`src/rtl/serial_receiver_pkg.sv`:
```
// Shared definitions for the serial receiver: FSM state encoding, line levels,
// default word width and a counter-width helper.
package serial_receiver_pkg;

  localparam int DEFAULT_DATA_W = 8;

  localparam logic START_BIT  = 1'b0;
  localparam logic STOP_BIT   = 1'b1;
  localparam logic IDLE_LEVEL = 1'b1;

  typedef enum logic [1:0] {
    ST_IDLE   = 2'd0,
    ST_DATA   = 2'd1,
    ST_PARITY = 2'd2,
    ST_STOP   = 2'd3
  } rx_state_e;

  // Width of a counter that must hold 0 .. data_w-1.
  function automatic int cnt_width(input int data_w);
    return (data_w <= 2) ? 1 : $clog2(data_w);
  endfunction

endpackage

```
`src/rtl/serial_receiver_if.sv`:
```
// Line-side and consumer-side signals of the serial receiver.
// slave = the receiver itself, master = the environment driving the line and acks.
interface serial_receiver_if #(
  parameter int DATA_W = serial_receiver_pkg::DEFAULT_DATA_W
);

  logic              data_in;
  logic              data_ack;
  logic [DATA_W-1:0] data_out;
  logic              data_valid;
  logic              frame_err;
  logic              parity_err;
  logic              overrun;

  modport slave (
    input  data_in,
    input  data_ack,
    output data_out,
    output data_valid,
    output frame_err,
    output parity_err,
    output overrun
  );

  modport master (
    output data_in,
    output data_ack,
    input  data_out,
    input  data_valid,
    input  frame_err,
    input  parity_err,
    input  overrun
  );

endinterface

```
`src/rtl/serial_rx_outreg.sv`:
```
// Output holding register of the serial receiver: keeps the last accepted word,
// tracks valid/ack and flags a one-cycle overrun when an unconsumed word is replaced.
module serial_rx_outreg
  import serial_receiver_pkg::*;
#(
  parameter int DATA_W = DEFAULT_DATA_W
) (
  input  logic              clk,
  input  logic              rst,
  input  logic              load,
  input  logic [DATA_W-1:0] word,
  input  logic              ack,
  output logic [DATA_W-1:0] data_out,
  output logic              data_valid,
  output logic              overrun
);

  // NOTE: sequential state uses non-blocking assignments so every register
  // samples the pre-edge value of every other register, regardless of order.
  always_ff @(posedge clk or negedge rst) begin
    if (!rst) begin
      data_out   <= '0;
      data_valid <= 1'b0;
      overrun    <= 1'b0;
    end else begin
      overrun <= 1'b0;
      if (load) begin
        // An ack on the same edge consumes the old word, so nothing is lost.
        data_out   <= word;
        data_valid <= 1'b1;
        overrun    <= data_valid & ~ack;
      end else if (ack) begin
        data_valid <= 1'b0;
      end
    end
  end

endmodule

```
`src/rtl/serial_receiver.sv`:
```
// Serial-to-parallel receiver: start bit, DATA_W data bits MSB-first, optional
// even parity (SERIAL_RX_PARITY_EN), stop bit; registered valid/ack output.
module serial_receiver
  import serial_receiver_pkg::*;
#(
  parameter int DATA_W = DEFAULT_DATA_W
) (
  input  logic               clk,
  input  logic               rst,
  serial_receiver_if.slave   bus
);

  localparam int CNT_W = cnt_width(DATA_W);
  localparam logic [CNT_W-1:0] LAST_BIT = CNT_W'(DATA_W - 1);

  rx_state_e         state;
  logic [CNT_W-1:0]  bit_cnt;
  logic [DATA_W-1:0] shift_q;
  logic              frame_err_q;
  logic              parity_bad;
  logic              load;

`ifdef SERIAL_RX_PARITY_EN
  logic parity_bad_q;
  logic parity_err_q;

  assign parity_bad     = parity_bad_q;
  assign bus.parity_err = parity_err_q;
`else
  assign parity_bad     = 1'b0;
  assign bus.parity_err = 1'b0;
`endif

  // NOTE: load is combinational from the STOP state so the output register
  // captures the word on the stop-sampling edge itself, not one cycle later.
  assign load = (state == ST_STOP) && (bus.data_in == STOP_BIT) && !parity_bad;

  assign bus.frame_err = frame_err_q;

  always_ff @(posedge clk or negedge rst) begin
    if (!rst) begin
      state        <= ST_IDLE;
      bit_cnt      <= '0;
      shift_q      <= '0;
      frame_err_q  <= 1'b0;
`ifdef SERIAL_RX_PARITY_EN
      parity_bad_q <= 1'b0;
      parity_err_q <= 1'b0;
`endif
    end else begin
      frame_err_q  <= 1'b0;
`ifdef SERIAL_RX_PARITY_EN
      parity_err_q <= 1'b0;
`endif
      case (state)
        ST_IDLE: begin
          if (bus.data_in == START_BIT) begin
            state   <= ST_DATA;
            bit_cnt <= '0;
            shift_q <= '0;
          end
        end

        ST_DATA: begin
          shift_q <= {shift_q[DATA_W-2:0], bus.data_in};
          bit_cnt <= bit_cnt + CNT_W'(1);
          if (bit_cnt == LAST_BIT) begin
`ifdef SERIAL_RX_PARITY_EN
            state <= ST_PARITY;
`else
            state <= ST_STOP;
`endif
          end
        end

        ST_PARITY: begin
`ifdef SERIAL_RX_PARITY_EN
          // Even parity: data bits XOR parity bit must be zero.
          parity_bad_q <= (^shift_q) ^ bus.data_in;
          state        <= ST_STOP;
`else
          state <= ST_IDLE;
`endif
        end

        ST_STOP: begin
          frame_err_q  <= (bus.data_in != STOP_BIT);
`ifdef SERIAL_RX_PARITY_EN
          parity_err_q <= parity_bad_q;
          parity_bad_q <= 1'b0;
`endif
          state        <= ST_IDLE;
        end

        default: state <= ST_IDLE;
      endcase
    end
  end

  serial_rx_outreg #(
    .DATA_W (DATA_W)
  ) u_outreg (
    .clk        (clk),
    .rst        (rst),
    .load       (load),
    .word       (shift_q),
    .ack        (bus.data_ack),
    .data_out   (bus.data_out),
    .data_valid (bus.data_valid),
    .overrun    (bus.overrun)
  );

endmodule

```
`src/flat_wrapper.sv`:
```
// flat-port wrapper written by rule: the top's interface ports become plain ports
module serial_receiver_flat import serial_receiver_pkg::*;
#(
  parameter int DATA_W = DEFAULT_DATA_W
)
  (clk, rst, bus_data_in, bus_data_ack, bus_data_out, bus_data_valid, bus_frame_err, bus_parity_err, bus_overrun);
  serial_receiver_if #(.DATA_W(DATA_W)) bus_i ();
  input  logic clk;
  input  logic rst;
  input wire logic [$bits(bus_i.data_in)-1:0] bus_data_in;
  input wire logic [$bits(bus_i.data_ack)-1:0] bus_data_ack;
  output wire logic [$bits(bus_i.data_out)-1:0] bus_data_out;
  output wire logic [$bits(bus_i.data_valid)-1:0] bus_data_valid;
  output wire logic [$bits(bus_i.frame_err)-1:0] bus_frame_err;
  output wire logic [$bits(bus_i.parity_err)-1:0] bus_parity_err;
  output wire logic [$bits(bus_i.overrun)-1:0] bus_overrun;
  assign bus_i.data_in = bus_data_in;
  assign bus_i.data_ack = bus_data_ack;
  assign bus_data_out = bus_i.data_out;
  assign bus_data_valid = bus_i.data_valid;
  assign bus_frame_err = bus_i.frame_err;
  assign bus_parity_err = bus_i.parity_err;
  assign bus_overrun = bus_i.overrun;
  serial_receiver #(.DATA_W(DATA_W)) u_core (.clk(clk), .rst(rst), .bus(bus_i));
endmodule
```
`config.mk`:
```
export PLATFORM = sky130hd
export DESIGN_NAME = serial_receiver_flat
export DESIGN_NICKNAME = d
export VERILOG_FILES = /design/src/rtl/serial_receiver_pkg.sv /design/src/rtl/serial_receiver_if.sv /design/src/rtl/serial_rx_outreg.sv /design/src/rtl/serial_receiver.sv /design/src/flat_wrapper.sv
export SDC_FILE = /design/constraint.sdc
export NUM_CORES = 1
export LEC_CHECK = 0
export ABC_AREA = 1
export CORE_MARGIN = 2
export CORE_UTILIZATION = 40
export CTS_BUF_LIST = sky130_fd_sc_hd__clkbuf_8
export DETAILED_ROUTE_END_ITERATION = 7
export HOLD_SLACK_MARGIN = 0.08
export PLACE_DENSITY = 0.62
export SYNTH_ARGS = -nofsm -noshare
export SYNTH_HDL_FRONTEND = slang
export SYNTH_SLANG_ARGS = --single-unit
export TNS_END_PERCENT = 30
```
`constraint.sdc`:
```
create_clock -name clk -period 1.02 [get_ports clk]
set_clock_uncertainty 0.05 [all_clocks]
set_input_delay 0.102 -clock clk [delete_from_list [all_inputs] [get_ports clk]]
set_output_delay 0.102 -clock clk [all_outputs]
set_load 0.02 [all_outputs]
```
== Yosys cells after proc, flatten, opt, wreduce, memory -nomap -nowiden ==
Cells that the tools add are included.
Storage, ports and cells
  bits in registers: 24
  input bits: 4
  output and inout bits: 12
  word-level logic and storage cells: 35
Cells by class
  add/sub/neg operators: 1
  eq/ne operators: 6
  muxes and demuxes: 11
  bitwise logic cells: 3
  reduce and logical (&&, ||, !) cells: 7
Operators with widths (number)
  $pmux W8 S2: 1
  $mux W8: 1
  $pmux W2 S3: 1
  $pmux W3 S2: 1
  $eq A2 B2 Y1 const B: 2
  $mux W1: 4
  $mux W2: 2
  $reduce_and A2 Y1: 2
  $reduce_bool A2 Y1: 2
  $add A3 B1 Y3 const B: 1
  $eq A3 B3 Y1 const B: 1
  $mux W3: 1
  $eq A2 B1 Y1 const B: 1
  $logic_not A2 Y1: 1
  $ne A2 B1 Y1 const B: 1
  $ne A2 B2 Y1 const B: 1
  $not A1 Y1: 2
  $reduce_or A2 Y1: 1
  $and A1 B1 Y1: 1
  $logic_and A1 B1 Y1: 1

== Depth between registers and ports, before layout ==
  word-level depth: 3
  gate-level depth with buffers: 5
  gate-level depth less buffers: 4

== By module ==
Synthesis repeated with hierarchy kept, for this count alone.
Unflattened totals
  cell total of the unflattened synthesis: 106
  area, all modules: 963.4 µm²
Modules (own cells, without submodules)
  serial_receiver: times used 1, cells an instance 66, area each 593.1 µm², seq. area each 350.3 µm²
  serial_rx_outreg: times used 1, cells an instance 40, area each 370.4 µm², seq. area each 250.2 µm²

== Worst setup path before layout ==
OpenSTA, ideal clock, no wires.
  kind: register -> register
  start: register u_core.bit_cnt[0]
  end: register u_core.bit_cnt[2]
  library setup time: 0.117 ns
  data arrival time: 0.935 ns
  required time: 0.853 ns
  slack: -0.082 ns
  cell stages (with the launch flop): 5
  path buffers: 0
  period minus slack after synthesis: 1.102 ns
  path through: dfrtp_1 ha_1 ha_1 nand2_1 nand2_1
Between the ends
  word-level cells in the longest chain between the ends: 2
RTL lines
  start, declared: line serial_receiver.sv:17  | logic [CNT_W-1:0] bit_cnt;
  start signal, assigned: line serial_receiver.sv:66  | bit_cnt <= bit_cnt + CNT_W'(1);
  $add A3 B1 Y3: line serial_receiver.sv:66
  $pmux W3 S2: line serial_receiver.sv:55  | case (state)
No other way between the ends.
A chain may end at the register's enable or synchronous reset.

== Worst setup path in the final report ==
  start: register u_core.bit_cnt[1]
  end: register u_core.bit_cnt[2]
The elaborated chain is that of the path after synthesis.

==> flow_summary.json <==
{
  "cp.required_ns": 1.18,
  "post-route-drc-count": 0,
  "grt_antenna_before_repair": 0,
  "fmax_mhz": 959,
  "fp.coreArea_sq_um": 2480,
  "ios": 16,
  "gp_congestion": 0.719,
  "r2r_setup_slack_ns": -0.02,
  "post-dp-hpwl_microns": 1260,
  "start_util_pct": 42.4,
  "syn_area_per_cell_sq_um": 9.92,
  "final.setup.worst_slack_ns": -0.0223,
  "viasPerCell": 4.86,
  "cts_max_path_buffers": 2,
  "via_count": 772,
  "drv_slew": 0,
  "synth-seq-cells": 24,
  "regToRegStartpoint": "u_core.bit_cnt[1]",
  "insertion_delay_ns": 0.27,
  "layout_min_cycle_time_ns": 1.04,
  "n_antenna_cell": 0,
  "wl_microns": 1850,
  "synth_cells": 106,
  "finalInstanceArea_sq_um": 1280,
  "htree_levels": 1,
  "drive_gt1_share_pct": 27.9,
  "placedInstanceArea_sq_um": 1260,
  "leakagePower_uw": 0.000674,
  "holdBufCountCts": 0,
  "grtUsageMet3_pct": 3.28,
  "routedWlPerCell_microns": 11.7,
  "grt_start_max_net_pins": 25,
  "power_density_nw_per_um2": 3070,
  "seq_area_frac_synth_pct": 57.1,
  "dr.pass1.iters": 4,
  "vdd_drop_max_uv": 1670,
  "post-route-util_pct": 51.8,
  "grt_pass1_wl_microns": 3320,
  "cts_tree": "built",
  "die_area_sq_um": 3050,
  "netlist_area_sq_um": 1050,
  "final_nets": 136,
  "r2r-end": "u_core.bit_cnt[2]",
  "maxCapViolCount": 0,
  "cp-start-kind": "flip-flop",
  "path_class": "flip-flop to flip-flop",
  "pre_cts_ws_ns": -0.233,
  "grtUsageMet1_pct": 17.3,
  "whs_ns": 0.126,
  "min_period_over_period_pct": 102,
  "io_buffers": 14,
  "violations": "negative setup slack",
  "syn_nets": 112,
  "cts-root-buf": "clkbuf_8",
  "arrival_ns": 1.20,
  "drt-initial-drc-count": 21,
  "finalSetupViolations": 1,
  "drtAntennaViolNets": 0,
  "cts.sinks": 24,
  "ff2ff_path_depth": 4,
  "die_w_microns": 55.3,
  "fp.dieH_microns": 55.3,
  "setup.worst_path.end_class": "flip-flop",
  "grt-busiest-layer": "met2",
  "hold_class": "input pin to asynchronous set/reset pin",
  "rsz0062_at_grt": "true",
  "grt.met2_usage_pct": 20.9,
  "fp-row-count": 18,
  "clkTransAtPathRegs_ns": 0.08,
  "grt_pass1_vias": 743,
  "area_growth_pct": 22.1,
  "status": "complete, but fails checks",
  "track_usage_pct": 13.5,
  "finalSetupTns_ns": -0.0223,
  "synth_warnings": 0,
  "ys_types": 18,
  "cts_buffers": 3,
  "critPathMaxFanout": 2,
  "gr-total-overflow": 0,
  "hold_viol": 0
}
-- power breakdown --
group | internal, uW | total [uW] | switching [uW]
Combinational | 679 | 1680 | 999
Sequential | 1360 | 1630 | 263
Clock | 345 | 641 | 296
-- stage by stage --
| step | power (uW) | instances |
|---|---|---|
| 2_1_floorplan | 2830 | 106 |
| 3_3_place_gp | 3390 | 154 |
| 3_5_place_dp | 3460 | 154 |
| 4_1_cts | 3950 | 158 |
| 5_1_grt | 4290 | 159 |
| 6_report | 3950 | 159 |
-- critical path, cell delays in order, from the launching register on --
cell and delay (ns):
dfrtp_1 0.39, ha_2 0.20, ha_4 0.25, nand2_1 0.04, nand2_1 0.05
-- cells in the mapped netlist --
master / number / area (sq um)
nand2_1: 37 / 139
dfrtp_1: 24 / 601
nand3_1: 8 / 40.0
nand4_1: 8 / 50.1
inv_1: 7 / 26.3
buf_6: 4 / 45.0
nor2_1: 3 / 11.3
buf_4: 2 / 15.0
ha_1: 2 / 25.0
nand3_2: 2 / 20.0
nor3_1: 2 / 10.0
clkbuf_8: 1 / 13.8
conb_1: 1 / 3.75
nand2_2: 1 / 6.26
nand2_4: 1 / 11.3
nand3_4: 1 / 17.5
nor2_4: 1 / 11.3
o21ai_0: 1 / 5.00
-- kinds of logic (layout without fill, tap and decap cells) --
logic type	count (synthesis)	after routing	synth area share, %
adders and majority gates	2	2	2.38
and+or+nand+nor	64	65	30.1
buffers and inverters	14	36	9.52
AOI/OAI and AO/OA	1	1	0.476
other	1	1	0.357
DFF	24	24	57.1
-- state kept, by name, summed over array words and instances, names as in the netlist --
register                    count
u_core.shift_q                  8
u_core.u_outreg.data_out        8
u_core.bit_cnt                  3
u_core.state                    2
u_core.bus.frame_err            1
u_core.u_outreg.data_valid      1
u_core.u_outreg.overrun         1
-- final cells by class --
type	count	area [sq um]
Tap cell	30	37.5
Inverter	7	26.3
Multi-Input combinational cell	69	377
Clock buffer	4	55.1
Timing Repair Buffer	25	188
Fill cell	232	1190
Sequential cell	24	601
-- placed cells by master, fill, tap and decap left out, types with 2 or more instances in the layout --
cell	n
nand4_1	8
buf_6	2
nor3_1	2
clkbuf_8	4
nand3_1	8
inv_1	6
nand3_2	2
buf_4	8
buf_2	11
nor2_1	3
clkdlybuf4s50_1	3
nand2_1	37
nand2_4	2
dfrtp_1	24
-- how the worst max path moves through the flow --
stage / endpoint / slack, ns / cells past startpoint / from
after floorplan: u_core.bit_cnt[2] / 0.001 / 4 / u_core.bit_cnt[0]
after global placement: u_core.bit_cnt[1] / -0.18 / 5 / bus_data_in
after detailed placement: u_core.shift_q[0] / -0.23 / 5 / bus_data_in
after CTS: u_core.bit_cnt[2] / -0.04 / 4 / u_core.bit_cnt[1]
after global routing: u_core.u_outreg.data_out[2] / -0.08 / 4 / u_core.state[1]
final: u_core.bit_cnt[2] / -0.02 / 4 / u_core.bit_cnt[1]
-- per-layer routing --
| layer | wire (microns) | part of all wire, % | up-vias |
|---|---|---|---|
| met5 | 0 | 0 | - |
| met4 | 40 | 2.2 | 0 |
| met3 | 92 | 5.0 | 5 |
| met2 | 865 | 47 | 19 |
| met1 | 855 | 46 | 365 |
| li1 | - | - | 383 |
-- timing repair --
item,4_1_cts,5_1_grt
cloned,0,1
buffers inserted,0,0
gates resized for setup,44,4
pin swaps,3,2
setup endpoints to repair,22,21
endpoints found under the hold margin,0,0
No activity file was read; power rests on OpenSTA's default activity.
